[config.mk]
export PLATFORM = sky130hd
export DESIGN_NAME = fetch_queue
export DESIGN_NICKNAME = d
export VERILOG_FILES = /design/src/rtl/fq_pkg.sv /design/src/rtl/fq_ptr_ctrl.sv /design/src/rtl/fetch_queue.sv
export SDC_FILE = /design/constraint.sdc
export NUM_CORES = 1
export LEC_CHECK = 0
export ABC_AREA = 1
export BUFFER_PORTS_ARGS = -buffer_cell sky130_fd_sc_hd__buf_2
export CAP_MARGIN = 10
export CORE_ASPECT_RATIO = 0.8
export CORE_MARGIN = 2
export CORE_UTILIZATION = 50
export CTS_BUF_LIST = sky130_fd_sc_hd__clkbuf_16
export CTS_CLUSTER_SIZE = 10
export DETAILED_ROUTE_END_ITERATION = 6
export PLACE_DENSITY_LB_ADDON = 0.15
export SYNTH_ARGS = -nofsm -noshare
export SYNTH_HDL_FRONTEND = slang
export SYNTH_SLANG_ARGS = --single-unit
[constraint.sdc]
create_clock -name clk -period 5.1 [get_ports clk]
set_input_delay 0.765 -clock clk [delete_from_list [all_inputs] [get_ports clk]]
set_output_delay 0.765 -clock clk [all_outputs]
set_load 0.02 [all_outputs]
[src/rtl/fq_pkg.sv]
// fq_pkg: shared types and defaults for the fetch queue.
//   FQ_DEPTH_DEF : default number of queue entries (power of two, >= 2)
//   PC_W_DEF     : default PC width (taken from `PC_SIZE, 16 if undefined)
//   INSTR_W_DEF  : default instruction word width
//   fq_entry_t   : one queue entry {pc, instr, pred_taken}
`ifndef PC_SIZE
`define PC_SIZE 16
`endif

package fq_pkg;
  localparam int FQ_DEPTH_DEF = 8;
  localparam int PC_W_DEF     = `PC_SIZE;
  localparam int INSTR_W_DEF  = 16;

  typedef struct packed {
    logic [PC_W_DEF-1:0]    pc;
    logic [INSTR_W_DEF-1:0] instr;
    logic                   pred_taken;
  } fq_entry_t;
endpackage

[src/rtl/fq_ptr_ctrl.sv]
// fq_ptr_ctrl: head/tail/count bookkeeping for the fetch queue.
//   clk, n_rst        : clock, synchronous active-high reset
//   in_valid          : fetch offers an entry
//   out_ready         : decode consumes the head
//   flush             : squash all entries
//   push, pop         : qualified enqueue / dequeue strobes
//   head, tail        : read / write slot indices
//   count             : occupancy
//   in_ready          : room for one more entry (registered state only)
//   out_valid         : head entry is valid
//   almost_full       : count >= FQ_DEPTH-1
import fq_pkg::*;

module fq_ptr_ctrl #(
  parameter int FQ_DEPTH = FQ_DEPTH_DEF,
  localparam int PW = $clog2(FQ_DEPTH),
  localparam int CW = $clog2(FQ_DEPTH) + 1
) (
  input  logic          clk,
  input  logic          n_rst,
  input  logic          in_valid,
  input  logic          out_ready,
  input  logic          flush,
  output logic          push,
  output logic          pop,
  output logic [PW-1:0] head,
  output logic [PW-1:0] tail,
  output logic [CW-1:0] count,
  output logic          in_ready,
  output logic          out_valid,
  output logic          almost_full
);
  localparam logic [CW-1:0] FULL  = CW'(FQ_DEPTH);
  localparam logic [CW-1:0] AFULL = CW'(FQ_DEPTH - 1);

  assign in_ready    = (count != FULL);
  assign out_valid   = (count != '0);
  assign almost_full = (count >= AFULL);
  // Flush wins over both handshakes; the dropped beats are fetch's problem.
  assign push = in_valid & in_ready & ~flush;
  assign pop  = out_valid & out_ready & ~flush;

  always_ff @(posedge clk) begin
    if (n_rst) begin
      head  <= '0;
      tail  <= '0;
      count <= '0;
    end else if (flush) begin
      head  <= '0;
      tail  <= '0;
      count <= '0;
    end else begin
      if (push) tail <= tail + 1'b1;
      if (pop)  head <= head + 1'b1;
      count <= count + CW'(push) - CW'(pop);
    end
  end

  a_count_bound : assert property (@(posedge clk) disable iff (n_rst)
    count <= FULL);
  a_ptr_consistent : assert property (@(posedge clk) disable iff (n_rst)
    tail == PW'(head + count[PW-1:0]));
  a_no_push_full : assert property (@(posedge clk) disable iff (n_rst)
    !(push && count == FULL));
endmodule

[src/rtl/fetch_queue.sv]
// fetch_queue: in-order instruction buffer between fetch and decode/rename.
//   clk, n_rst                       : clock, synchronous active-high reset
//   in_valid/in_ready                : enqueue handshake from fetch
//   in_pc, in_instr, in_pred_taken   : entry being fetched
//   out_valid/out_ready              : dequeue handshake toward decode
//   out_pc, out_instr, out_pred_taken: head entry (combinational from storage)
//   flush                            : mispredict squash, empties the queue
//   count, almost_full               : occupancy and fetch throttle hint
// PC_W / INSTR_W must match the widths baked into fq_entry_t.
import fq_pkg::*;

module fetch_queue #(
  parameter int FQ_DEPTH = FQ_DEPTH_DEF,
  parameter int PC_W     = PC_W_DEF,
  parameter int INSTR_W  = INSTR_W_DEF,
  localparam int PW = $clog2(FQ_DEPTH),
  localparam int CW = $clog2(FQ_DEPTH) + 1
) (
  input  logic               clk,
  input  logic               n_rst,
  input  logic               in_valid,
  output logic               in_ready,
  input  logic [PC_W-1:0]    in_pc,
  input  logic [INSTR_W-1:0] in_instr,
  input  logic               in_pred_taken,
  output logic               out_valid,
  input  logic               out_ready,
  output logic [PC_W-1:0]    out_pc,
  output logic [INSTR_W-1:0] out_instr,
  output logic               out_pred_taken,
  input  logic               flush,
  output logic [CW-1:0]      count,
  output logic               almost_full
);
  logic          push, pop;
  logic [PW-1:0] head, tail;
  fq_entry_t     mem [FQ_DEPTH];
  fq_entry_t     wr_entry, rd_entry;

  fq_ptr_ctrl #(.FQ_DEPTH(FQ_DEPTH)) u_ptr (
    .clk        (clk),
    .n_rst      (n_rst),
    .in_valid   (in_valid),
    .out_ready  (out_ready),
    .flush      (flush),
    .push       (push),
    .pop        (pop),
    .head       (head),
    .tail       (tail),
    .count      (count),
    .in_ready   (in_ready),
    .out_valid  (out_valid),
    .almost_full(almost_full)
  );

  assign wr_entry = '{pc: in_pc, instr: in_instr, pred_taken: in_pred_taken};

  // Storage is cleared on reset so the outputs read 0 rather than X.
  always_ff @(posedge clk) begin
    if (n_rst) begin
      for (int i = 0; i < FQ_DEPTH; i++) mem[i] <= '0;
    end else if (push) begin
      mem[tail] <= wr_entry;
    end
  end

  // No empty bypass: a new entry shows up the cycle after it is written.
  assign rd_entry       = mem[head];
  assign out_pc         = rd_entry.pc;
  assign out_instr      = rd_entry.instr;
  assign out_pred_taken = rd_entry.pred_taken;
endmodule

== Word level (Yosys, flattened, before mapping) ==
Memories as Yosys holds them, arrays and structs flattened. A register that Yosys moved wholly into a read port is not among the register bits.
Index checks and enable logic that the tools add are counted.
Widths: inputs -> output; s select.
Storage, ports and cells
  bits in registers: 10
  word-level logic and storage cells: 28
  output and inout port bits: 40
  memories kept: 1
  input port bits: 38
  bits in writable memories: 264
Memory list
  mem: depth 8, bits a word 33, read ports 1, clocked after Yosys merged registers in 1, wr ports 8, line fetch_queue.sv:37  | fq_entry_t mem [FQ_DEPTH];
Operators by class
  bitwise gates (word level): 5
  equality and inequality tests: 1
  order comparisons: 1
  $add $sub $neg: 4
  reductions and logical operators: 3
  muxes and demuxes: 10
Operators with widths (number)
  $mux 33: 1
  $reduce_or 33->1: 1
  $mux 3: 3
  $add 3x1->3 const B: 2
  $mux 1: 6
  $add 4x1->4: 1
  $and 1x1->1: 4
  $ge 4x3->1 const B: 1
  $ne 4x4->1 const B: 1
  $reduce_bool 4->1: 1
  $sub 4x1->4: 1
  $reduce_or 2->1: 1
  $not 1->1: 1

== Depth between registers and ports, before layout ==
Gate-level depths: netlist of run 1.
  depth after elaboration: 8
  mapped depth: 12
  gate-level depth less buffers: 12

== By module ==
A second synthesis of run 1 with hierarchy kept.
Second synthesis, totals
  cells, all modules: 1573
  area, all modules: 13674.4 um^2
Modules (own cells, without submodules)
  fetch_queue: instances 1, sequential area each 7927.6 um^2, cells each 1491, area an instance 13013.7 um^2
  fq_ptr_ctrl: instances 1, sequential area each 200.2 um^2, cells each 82, area an instance 660.6 um^2

== Worst setup path before layout of run 1 ==
Ideal clock, no wire load.
  path type: in2reg
  start point: in in_valid
  end point: mem mem[0][0] in the netlist's numbering (enable)
  buffers on the path: 1
  required time: 4631 ps
  path slack: 1046 ps
  setup time: 469 ps
  stages: 3
  data arrival time: 3585 ps
  path through: clkbuf_1 -> nand3_1 -> o21ai_0
RTL lines
  start, declared: line fetch_queue.sv:21  | input logic in_valid,
  end, declared: line fetch_queue.sv:37

==> out/qor.csv, run 1 <==
stage;metric;value;unit
sta;period_needed;3724;ps
outcome;status;finished, final reports clean;
pwr;p_int;3.768;mW
floorplan;coreArea;26330;um^2
finish;num_antenna_cells;0;
logic_synthesis;yosysTopAreaCellShare;59.00;%
setup_path;critPathArrivalTime;2960;ps
worst_hold_path;hp-class;reg -> reg;
routing;ant_nets;0;
floorplan;initial_core_util;51.04;%
clocking;root_buffer;clkbuf_16;
routing;drc;0;
pwr;seqPwrFrac;52.0;%
placed_design;gp_congestion;0.7498;
logic_synthesis;synth_area_leader_cell;edfxtp_1;
logic_synthesis;postSynthAreaPerCell;10.07;um^2
sta;slew_headroom;22.90;%
setup_path;r2r_end;mem[5][11];
setup_path;endpoint;out_pc[11];
finish;synthToLayoutAreaGrowth;10.37;%
pwr;p_leak;5.688;nW
sta;hold_viol_final;0;
sta;setup-tns-final;0;ps
pwr;combPwrFrac;9.5;%
clocking;numCtsBuffers;31;
pwr;clockPowerShare;38.5;%
setup_path;critPathKind;reg -> out;
clocking;clock_latency;550;ps
placed_design;port_buffers;77;
setup_path;cp-end-kind;primary output;
routing;first_pass_iters;5;
sta;rsz0062_at_grt;no;
sta;tightest_slew;1152;ps
clocking;postCtsResizedCells;0;
setup_path;critPathLaunchType;flip-flop;
pwr;power.ir.vdd_worst;0.3110;mV
logic_synthesis;syn_nets;1381;
sta;skew;5.485;ps
pwr;power_density;338.6;nW/um^2
global_routing;antenna_found_initial;0;
placed_design;hpwl;17930;um
setup_path;cp.required;4340;ps
flow_run;max_cap_viol_count;0;
logic_synthesis;synth.area.top_cells;edfxtp_1 59%, nand2_1 11%, nor3_2 7.6%, nor2_1 4.1%, o21ai_0 3.9%;
logic_synthesis;synth_cells;1334;
placed_design;place_ws;1828;ps
global_routing;overflow;0;
routing;drt_iter0_drc;843;
logic_synthesis;ys_seq_elements;277;
global_routing;grt_pass1_wl;54200;um
finish;drive_gt1_share;18.54;%
clocking;cts_tree;done;
routing;viasPerCell;5.563;
global_routing;grt_pass1_vias;9350;
clocking;h-tree-depth;1;
global_routing;grt_max_degree;93;
setup_path;critical_path.max_fanout;72;
clocking;postCtsSetupBuffers;0;
clocking;cts_sinks;277;
floorplan;rows;53;
floorplan;die-area;28210;um^2
sta;slew_viol_final;0;
logic_synthesis;ys_seq_area_share;60.94;%
floorplan;die_h;150.6;um
logic_synthesis;ys_warn_count;0;
logic_synthesis;synth_area;13440;um^2
setup_path;r2r_start;u_ptr.tail[0];
sta;finalSetupViolCount;0;
finish;layout.nets;1415;
setup_path;reg2reg_slack;1940;ps
clocking;holdBufCountCts;0;
pwr;p_switching;1.254;mW
routing;vias;9669;
floorplan;pin_count;78;
sta;setup_slack;1376;ps
pwr;switching_share;24.97;%
routing;drt-wirelength-per-cell;19.91;um
clocking;path_clk_slew;60;ps
setup_path;ff2ff_path_depth;3;
logic_synthesis;synth_cell_type_count;26;
routing;routed_wl;34600;um
global_routing;grt_use_total;24.95;%
floorplan;die_w;187.3;um
sta;fmax;268.5;MHz
clocking;clockBufferDepth;3;
sta;finalCritPeriodShare;73.03;%
[cells in the final DEF, fill, tap and decap left out, drive strengths merged]
cell | netlist | final
xor2 | 1 | 1
inv | 54 | 69
buf | 70 | 99
nor3 | 198 | 198
dfxtp | 13 | 13
clkbuf | 28 | 31
o21ai | 139 | 139
nand3 | 13 | 13
nand4 | 4 | 4
edfxtp | 264 | 264
nand2 | 386 | 386
a21oi | 6 | 6
fa | 1 | 1
nor2 | 149 | 149
ha | 8 | 8
[layer usage]
metal | wire (um) | global-route usage [%]
met1 | 16120 | 36.63
met2 | 15950 | 40.26
met3 | 1916 | 2.960
met4 | 609 | 5.317
met5 | 0 | 0
[how the worst min path moves through the flow]
stage               depth (start not counted)     startpoint  slack [ps]       endpoint
floorplan                                   2  u_ptr.head[2]         450      flip-flop
global placement                            2  u_ptr.head[2]         450  u_ptr.head[2]
detailed placement                          2  u_ptr.head[2]         480  u_ptr.head[2]
CTS                                         2  u_ptr.head[2]         480  u_ptr.head[2]
global route                                2  u_ptr.head[2]         510  u_ptr.head[2]
finish                                      2  u_ptr.head[2]         480  u_ptr.head[2]
[Yosys cell counts (all sizes together)]
master	n
nor3	198
nand2	386
buf	70
dfxtp	13
nand4	4
xor2	1
ha	8
clkbuf	28
a21oi	6
inv	54
fa	1
nor2	149
o21ai	139
nand3	13
edfxtp	264
[per-stage QoR]
step | util [%] | instances | power, mW | cell area (um^2) | hold WS, ps
after floorplan | - | 1334 | 2.974 | 13440 | 447.4
after global placement | 53.15 | 1692 | 3.131 | 13990 | 454.3
after detailed placement | 53.15 | 1692 | 3.136 | 13990 | 476.2
after CTS | 56.33 | 1738 | 5.041 | 14830 | 484.2
after global routing | 56.33 | 1738 | 5.181 | 14830 | 508.8
final | 56.33 | 1738 | 5.021 | 14830 | 482.3
[worst max-delay path: stages (launching register included)]
cell	delay [ps]
dfxtp_4	490
inv_4	650
buf_4	510
nand2_1	110
nand2_1	80
nand2_1	40
o21ai_0	110
nand2_1	70
nand2_1	100
buf_2	170
[power groups by stage]
stage	Combinational [mW]	Sequential (mW)	Clock [mW]
floorplan	0.319	2.65	0
finish	0.478	2.61	1.93
detailed placement	0.478	2.66	0
CTS	0.479	2.61	1.95
global route	0.526	2.62	2.03
global placement	0.475	2.66	0
[state kept, by name (all words and copies together) (netlist names), named ones only]
register / cells
mem: 264
u_ptr.count: 4
u_ptr.head: 3
u_ptr.tail: 3
[cell type report]
class | instances | area, um^2
clock buffer | 31 | 775.7
clock inverter | 15 | 61.31
fill | 2337 | 11500
inverter | 54 | 205.2
multi-input combinational | 905 | 4586
sequential | 277 | 8193
tap | 357 | 446.7
timing repair buffer | 99 | 563.0
[cell families after synthesis]
| family | after synthesis | share of synthesized area, % |
|---|---|---|
| flip-flops | 277 | 60.94 |
| AO/OA/AOI/OAI | 145 | 5.401 |
| AND/OR/NAND/NOR | 750 | 26.97 |
| XOR/XNOR | 1 | 0.06519 |
| buffers and inverters | 152 | 5.736 |
| adder cells (fa/ha/maj) | 9 | 0.8940 |
(Power assumes the default switching activity.)
==> run 2: changes to the inputs <==
- clock period: 5.1 -> 3.17 ns (I/O delays scaled with it)
==> out/qor.csv, run 2 (same netlist as run 1, synthesis figures left out) <==
stage;metric;value;unit;change
floorplan;rows;53;;unchanged
setup_path;cp-end-kind;primary output;;
clocking;postCtsSetupBuffers;0;;unchanged
sta;fmax;371.2;MHz;
clocking;clock_latency;560;ps;about the same
pwr;power.ir.vdd_worst;0.4803;mV;+54%
clocking;numCtsBuffers;31;;unchanged
setup_path;cp_cell_sequence;inv_2 -> buf_4 -> o21ai_0 -> o21ai_0 -> nand2_1 -> nand2_1 -> buf_2;;
routing;viasPerCell;5.531;;-0.59%
floorplan;coreArea;26330;um^2;unchanged
placed_design;port_buffers;77;;unchanged
global_routing;antenna_found_initial;0;;unchanged
sta;tightest_slew;864.7;ps;-287.7 ps
sta;period_needed;2694;ps;
clocking;h-tree-depth;1;;unchanged
flow_run;max_cap_viol_count;0;;unchanged
clocking;cts_sinks;277;;unchanged
finish;largest_register_ffs;264;;unchanged
sta;hold_viol_final;0;;unchanged
clocking;root_buffer;clkbuf_16;;
sta;setup_slack;476.1;ps;-899.5 ps
clocking;holdBufCountCts;0;;unchanged
placed_design;hpwl;18800;um;+4.8%
setup_path;critical_path.max_fanout;25;;-65%
routing;drt_iter0_drc;854;;+1.3%
clocking;clockBufferDepth;3;;unchanged
clocking;path_clk_slew;60;ps;about the same
finish;n_fill_cell;2310;;-1.2%
setup_path;critPathMaxStageDelay;350;ps;-300 ps
routing;vias;9767;;+1.0%
placed_design;place_ws;893.4;ps;-934.3 ps
setup_path;critical-path-slowest-cell;buf_4;;
routing;first_pass_iters;5;;unchanged
routing;drt-wirelength-per-cell;19.39;um;-2.6%
setup_path;critPathKind;reg -> out;;
pwr;seqPwrFrac;51.6;%;-0.4 points
finish;largest_register;mem;;
routing;routed_wl;34250;um;-1.0%
setup_path;critPathArrivalTime;2220;ps;-740 ps
setup_path;reg2reg_slack;930;ps;-1010 ps
pwr;switching_share;24.95;%;about the same
sta;finalCritPeriodShare;84.98;%;
global_routing;grt_use_total;24.73;%;-0.22 points
pwr;clockPowerShare;38.6;%;about the same
pwr;p_leak;5.857;nW;+3.0%
finish;synthToLayoutAreaGrowth;12.25;%;
finish;drive_gt1_share;19.30;%;+0.77 points
finish;layout.nets;1431;;+1.1%
global_routing;grt_pass1_vias;9421;;+0.76%
floorplan;initial_core_util;51.04;%;unchanged
finish;utilization;57.29;%;+0.96 points
sta;finalSetupViolCount;0;;unchanged
sta;rsz0062_at_grt;no;;
routing;ant_nets;0;;unchanged
setup_path;cp.required;2690;ps;-1650 ps
placed_design;gp_congestion;0.7899;;+5.3%
finish;final_common_cell;nand2_1;;
global_routing;grt_pass1_wl;53760;um;-0.80%
worst_hold_path;hp-class;in -> reg;;
sta;slew_headroom;42.35;%;+19 points
finish;num_antenna_cells;0;;unchanged
setup_path;critPathLaunchType;flip-flop;;
floorplan;die_w;187.3;um;unchanged
sta;fin_hold_ws;252.7;ps;-229.6 ps
pwr;p_int;6.097;mW;+62%
clocking;postCtsResizedCells;0;;unchanged
pwr;power_density;538.6;nW/um^2;+59%
floorplan;pin_count;78;;unchanged
floorplan;die-area;28210;um^2;unchanged
sta;skew;12.11;ps;+6.620 ps
outcome;status;finished, final reports clean;;
pwr;combPwrFrac;9.8;%;+0.3 points
finish;mostFrequentLayoutCells;382 x nand2_1, 264 x edfxtp_1, 147 x nor2_1;;
routing;drc;0;;unchanged
finish;fin_cells;1766;;+1.6%
global_routing;overflow;0;;unchanged
pwr;power;8.124;mW;+62%
finish;reg.largest.list;mem (264), u_ptr.count (4);;
floorplan;die_h;150.6;um;unchanged
clocking;cts_tree;done;;
pwr;p_switching;2.027;mW;+62%
global_routing;grt_max_degree;84;;-9.7%
sta;slew_viol_final;0;;unchanged
placed_design;dp_cells;1708;;+0.95%
## run 2: changes by cell type in the layout (fill, tap and decap cells not counted), sizes merged
cell,before,now
buf,99,115
clkinv,0,1
inv,69,80
## run 2: path summary, 6_finish.rpt
kind                  from            end  cells after the start
min                  n_rst  u_ptr.tail[2]                      4
min reg2reg  u_ptr.head[2]  u_ptr.head[2]                      2
max              flip-flop     out_pc[12]                      7
max reg2reg  u_ptr.tail[0]     mem[4][16]                      4
## run 2: per-layer routing
| metal | track usage [%] | vias to the layer above | wire length [um] |
|---|---|---|---|
| met1 | 35.95 | 4730 | 15730 |
| li1 | - | 4643 | - |
| met2 | 40.04 | 350 | 15540 |
| met4 | 5.238 | 0 | 521 |
| met3 | 3.380 | 44 | 2463 |
| met5 | 0 | - | 0 |
## run 2: layout make-up
cell class	count	area [um^2]	share of cell area, %
repair buffers	115	770.7	5.110
flip-flops and latches	277	8193	54.32
inverters	54	205.2	1.360
clock inverters	27	106.4	0.7051
multi-input cells	905	4586	30.40
well taps	357	446.7	2.961
clock buffers	31	775.7	5.143
## run 2: power by group through the flow
stage | combinational [mW] | sequential (mW) | clock, mW
5_1_grt | 0.875 | 4.21 | 3.34
3_5_place_dp | 0.800 | 4.27 | 0
3_3_place_gp | 0.795 | 4.26 | 0
6_report | 0.798 | 4.19 | 3.14
2_1_floorplan | 0.514 | 4.27 | 0
4_1_cts | 0.803 | 4.19 | 3.16
## run 2: critical path: cells and delay by family, from the launching register on
kind            cells  cell delay (ps)
simple gates        2              210
compound gates      2              300
flops               1              320
buf+inv             3              830
## run 2: stage by stage
| stage | instance area (um^2) | TNS (ps) |
|---|---|---|
| 4_1_cts | 15080 | 0 |
| 6_report | 15080 | 0 |
| 3_5_place_dp | 14200 | 0 |
| 5_1_grt | 15080 | 0 |
| 2_1_floorplan | 13440 | -159360 |
| 3_3_place_gp | 14200 | 0 |
==> run 3: changes to the inputs <==
- ABC_AREA: 1 -> 0
- clock period: 3.17 -> 2.4 ns (I/O delays scaled with it)
==> out/qor.csv, run 3 <==
stage;metric;value;unit;change
sta;rsz0062_at_grt;yes;;
floorplan;coreArea;23590;um^2;-10%
setup_path;cp.required;2040;ps;-650 ps
placed_design;hpwl;17600;um;-6.4%
routing;ant_nets;0;;unchanged
logic_synthesis;ys_seq_area_share;67.56;%;+6.6 points
setup_path;cp_top_family;multiplexers;;
setup_path;reg2reg_slack;140;ps;-790 ps
routing;first_pass_iters;5;;unchanged
setup_path;cp-end-kind;primary output;;
logic_synthesis;synth_simple_gate_area_share;11.81;%;-15 points
routing;viasPerCell;5.801;;+4.9%
placed_design;gp_congestion;0.7909;;+0.13%
logic_synthesis;synthFlopType;edfxtp_1;;
logic_synthesis;synth_most_common_cell;nor2_1;;
logic_synthesis;synth_cell_type_count;32;;+23%
placed_design;place_ws;37.30;ps;-856.1 ps
flow_run;max_cap_viol_count;0;;unchanged
sta;tightest_slew;1085;ps;+219.9 ps
sta;finalCritPeriodShare;106.1;%;
clocking;clockBufferDepth;3;;unchanged
finish;num_antenna_cells;0;;unchanged
finish;drive_gt1_share;29.80;%;+10 points
logic_synthesis;synth_top_family_by_area;multiplexers;;
setup_path;critical-path-slowest-cell;mux4_2;;
logic_synthesis;synth_area_leader_cell;edfxtp_1;;
setup_path;critPathArrivalTime;2190;ps;-30 ps
floorplan;die_h;143.3;um;-4.9%
finish;largest_register;mem;;
logic_synthesis;ys_warn_count;0;;unchanged
clocking;holdBufCountCts;0;;unchanged
logic_synthesis;synthAdderAreaFrac;0.9911;%;+0.097 points
floorplan;initial_core_util;51.38;%;+0.35 points
sta;finalSetupViolCount;33;;+33
floorplan;die_w;178.1;um;-4.9%
logic_synthesis;yosysTopAreaCellShare;65.41;%;+6.4 points
routing;vias;7338;;-25%
finish;reg.largest.list;mem (264), u_ptr.count (4);;
sta;period_needed;2548;ps;
logic_synthesis;postSynthAreaPerCell;14.50;um^2;+44%
setup_path;cp_cell_sequence;buf_8 -> clkbuf_16 -> mux4_2 -> mux2_2 -> buf_2;;
sta;setup-tns-final;-3876;ps;-3876 ps
clocking;numCtsBuffers;31;;unchanged
setup_path;critPathLaunchType;flip-flop;;
logic_synthesis;syn_nets;883;;-36%
pwr;p_leak;5.264;nW;-10%
sta;slew_headroom;27.59;%;-15 points
logic_synthesis;synth_common_cells;267 x nor2_1, 264 x edfxtp_1, 77 x nand2_1;;
floorplan;rows;50;;-5.7%
logic_synthesis;ys_seq_elements;277;;unchanged
clocking;clock_latency;550;ps;about the same
pwr;power_density;709.4;nW/um^2;+32%
clocking;cts_tree;done;;
sta;fin_hold_ws;141.4;ps;-111.3 ps
sta;slew_viol_final;0;;unchanged
setup_path;critical_path_buf_inv_count;3;;unchanged
global_routing;overflow;0;;unchanged
routing;routed_wl;28520;um;-17%
setup_path;critPathMaxStageDelay;510;ps;+160 ps
sta;fmax;392.5;MHz;
sta;hold_viol_final;0;;unchanged
routing;drt-wirelength-per-cell;22.55;um;+16%
floorplan;pin_count;78;;unchanged
logic_synthesis;synth-async-reset-ratio;0;%;unchanged
logic_synthesis;synth_edf_count;264;;unchanged
pwr;power.ir.vdd_worst;0.5384;mV;+12%
placed_design;port_buffers;77;;unchanged
logic_synthesis;synth_xor_area_share;0.07227;%;+0.0071 points
routing;drt_iter0_drc;603;;-29%
outcome;status;finished with violations;;
setup_path;critical_path.max_fanout;6;;-76%
clocking;h-tree-depth;1;;unchanged
global_routing;antenna_found_initial;1;;+1
sta;skew;15.13;ps;+3.028 ps
outcome;violations;setup timing;;
logic_synthesis;synth_area;12120;um^2;-9.8%
global_routing;grt_pass1_wl;43720;um;-19%
global_routing;grt_pass1_vias;7760;;-18%
logic_synthesis;synth_cells;836;;-37%
finish;largest_register_ffs;264;;unchanged
setup_path;critPathKind;reg -> out;;
logic_synthesis;synth_compound_area_share;0.9292;%;-4.5 points
finish;mostFrequentLayoutCells;267 x nor2_1, 264 x edfxtp_1, 77 x nand2_1;;
logic_synthesis;synth.area.top_cells;edfxtp_1 65%, mux4_2 12%, nor2_1 8.3%, mux2_2 3.1%, nand2_1 2.4%;;
floorplan;die-area;25510;um^2;-9.6%
global_routing;grt_use_total;23.02;%;-1.7 points
worst_hold_path;hp-class;in -> reg;;
finish;layout.nets;988;;-31%
placed_design;dp_cells;1213;;-29%
sta;setup_slack;-147.5;ps;-623.6 ps
global_routing;grt_max_degree;41;;-51%
finish;synthToLayoutAreaGrowth;19.72;%;
clocking;root_buffer;clkbuf_16;;
clocking;path_clk_slew;60;ps;about the same
logic_synthesis;synth.area.mux_share;15.83;%;+16 points
pwr;power;10.29;mW;+27%
finish;fin_cells;1265;;-28%
clocking;cts_sinks;277;;unchanged
routing;drc;0;;unchanged
finish;final_common_cell;nor2_1;;
run 3: final timing paths:
kind | start | end | cells past startpoint
max reg2reg | u_ptr.count[2] | u_ptr.count[2] | 10
max | flip-flop | out_pc[6] | 5
min reg2reg | u_ptr.head[2] | flip-flop | 2
min | flush | u_ptr.count[1] | 2
run 3: power breakdown:
part	leakage [nW]	total, mW	switching [mW]	internal [mW]
Clock	0.452	3.99	1.71	2.28
Combinational	1.98	0.786	0.447	0.339
Sequential	2.84	5.52	0.0551	5.47
Total	5.26	10.3	2.21	8.08
run 3: cell type report:
| cell class | count | area (um^2) |
|---|---|---|
| Clock buffer | 31 | 775.7 |
| Clock inverter | 14 | 57.56 |
| Fill cell | 1760 | 9076 |
| Inverter | 8 | 30.03 |
| Multi-Input combinational cell | 495 | 3822 |
| Sequential cell | 277 | 8200 |
| Tap cell | 312 | 390.4 |
| Timing Repair Buffer | 128 | 1232 |
run 3: per-layer routing:
| metal | vias to the layer above | routed length, um | global-route usage, % |
|---|---|---|---|
| li1 | 3252 | - | - |
| met1 | 3741 | 12230 | 32.10 |
| met2 | 292 | 13770 | 38.66 |
| met3 | 51 | 1893 | 3.275 |
| met4 | 2 | 620 | 5.522 |
| met5 | - | 13 | 0 |
run 3: cell families after synthesis:
kind of cell,count (synthesis)
muxes,105
xor gates and xnor gates,1
AOI/OAI and AO/OA,17
and+or+nand+nor,363
buffers and inverters,64
DFF,277
adders and majority gates,9
run 3: what timing repair did:
item	4_1_cts	5_1_grt
buffers inserted	6	2
cloned	1	3
setup endpoints to repair	33	35
resized for setup	27	92
run 3: stage by stage:
step                      utilization (%)  area, um^2
after floorplan                         -       12170
after global placement              55.96       13200
after detailed placement            55.96       13200
after CTS                           60.20       14200
after global routing                61.52       14510
final                               61.52       14510
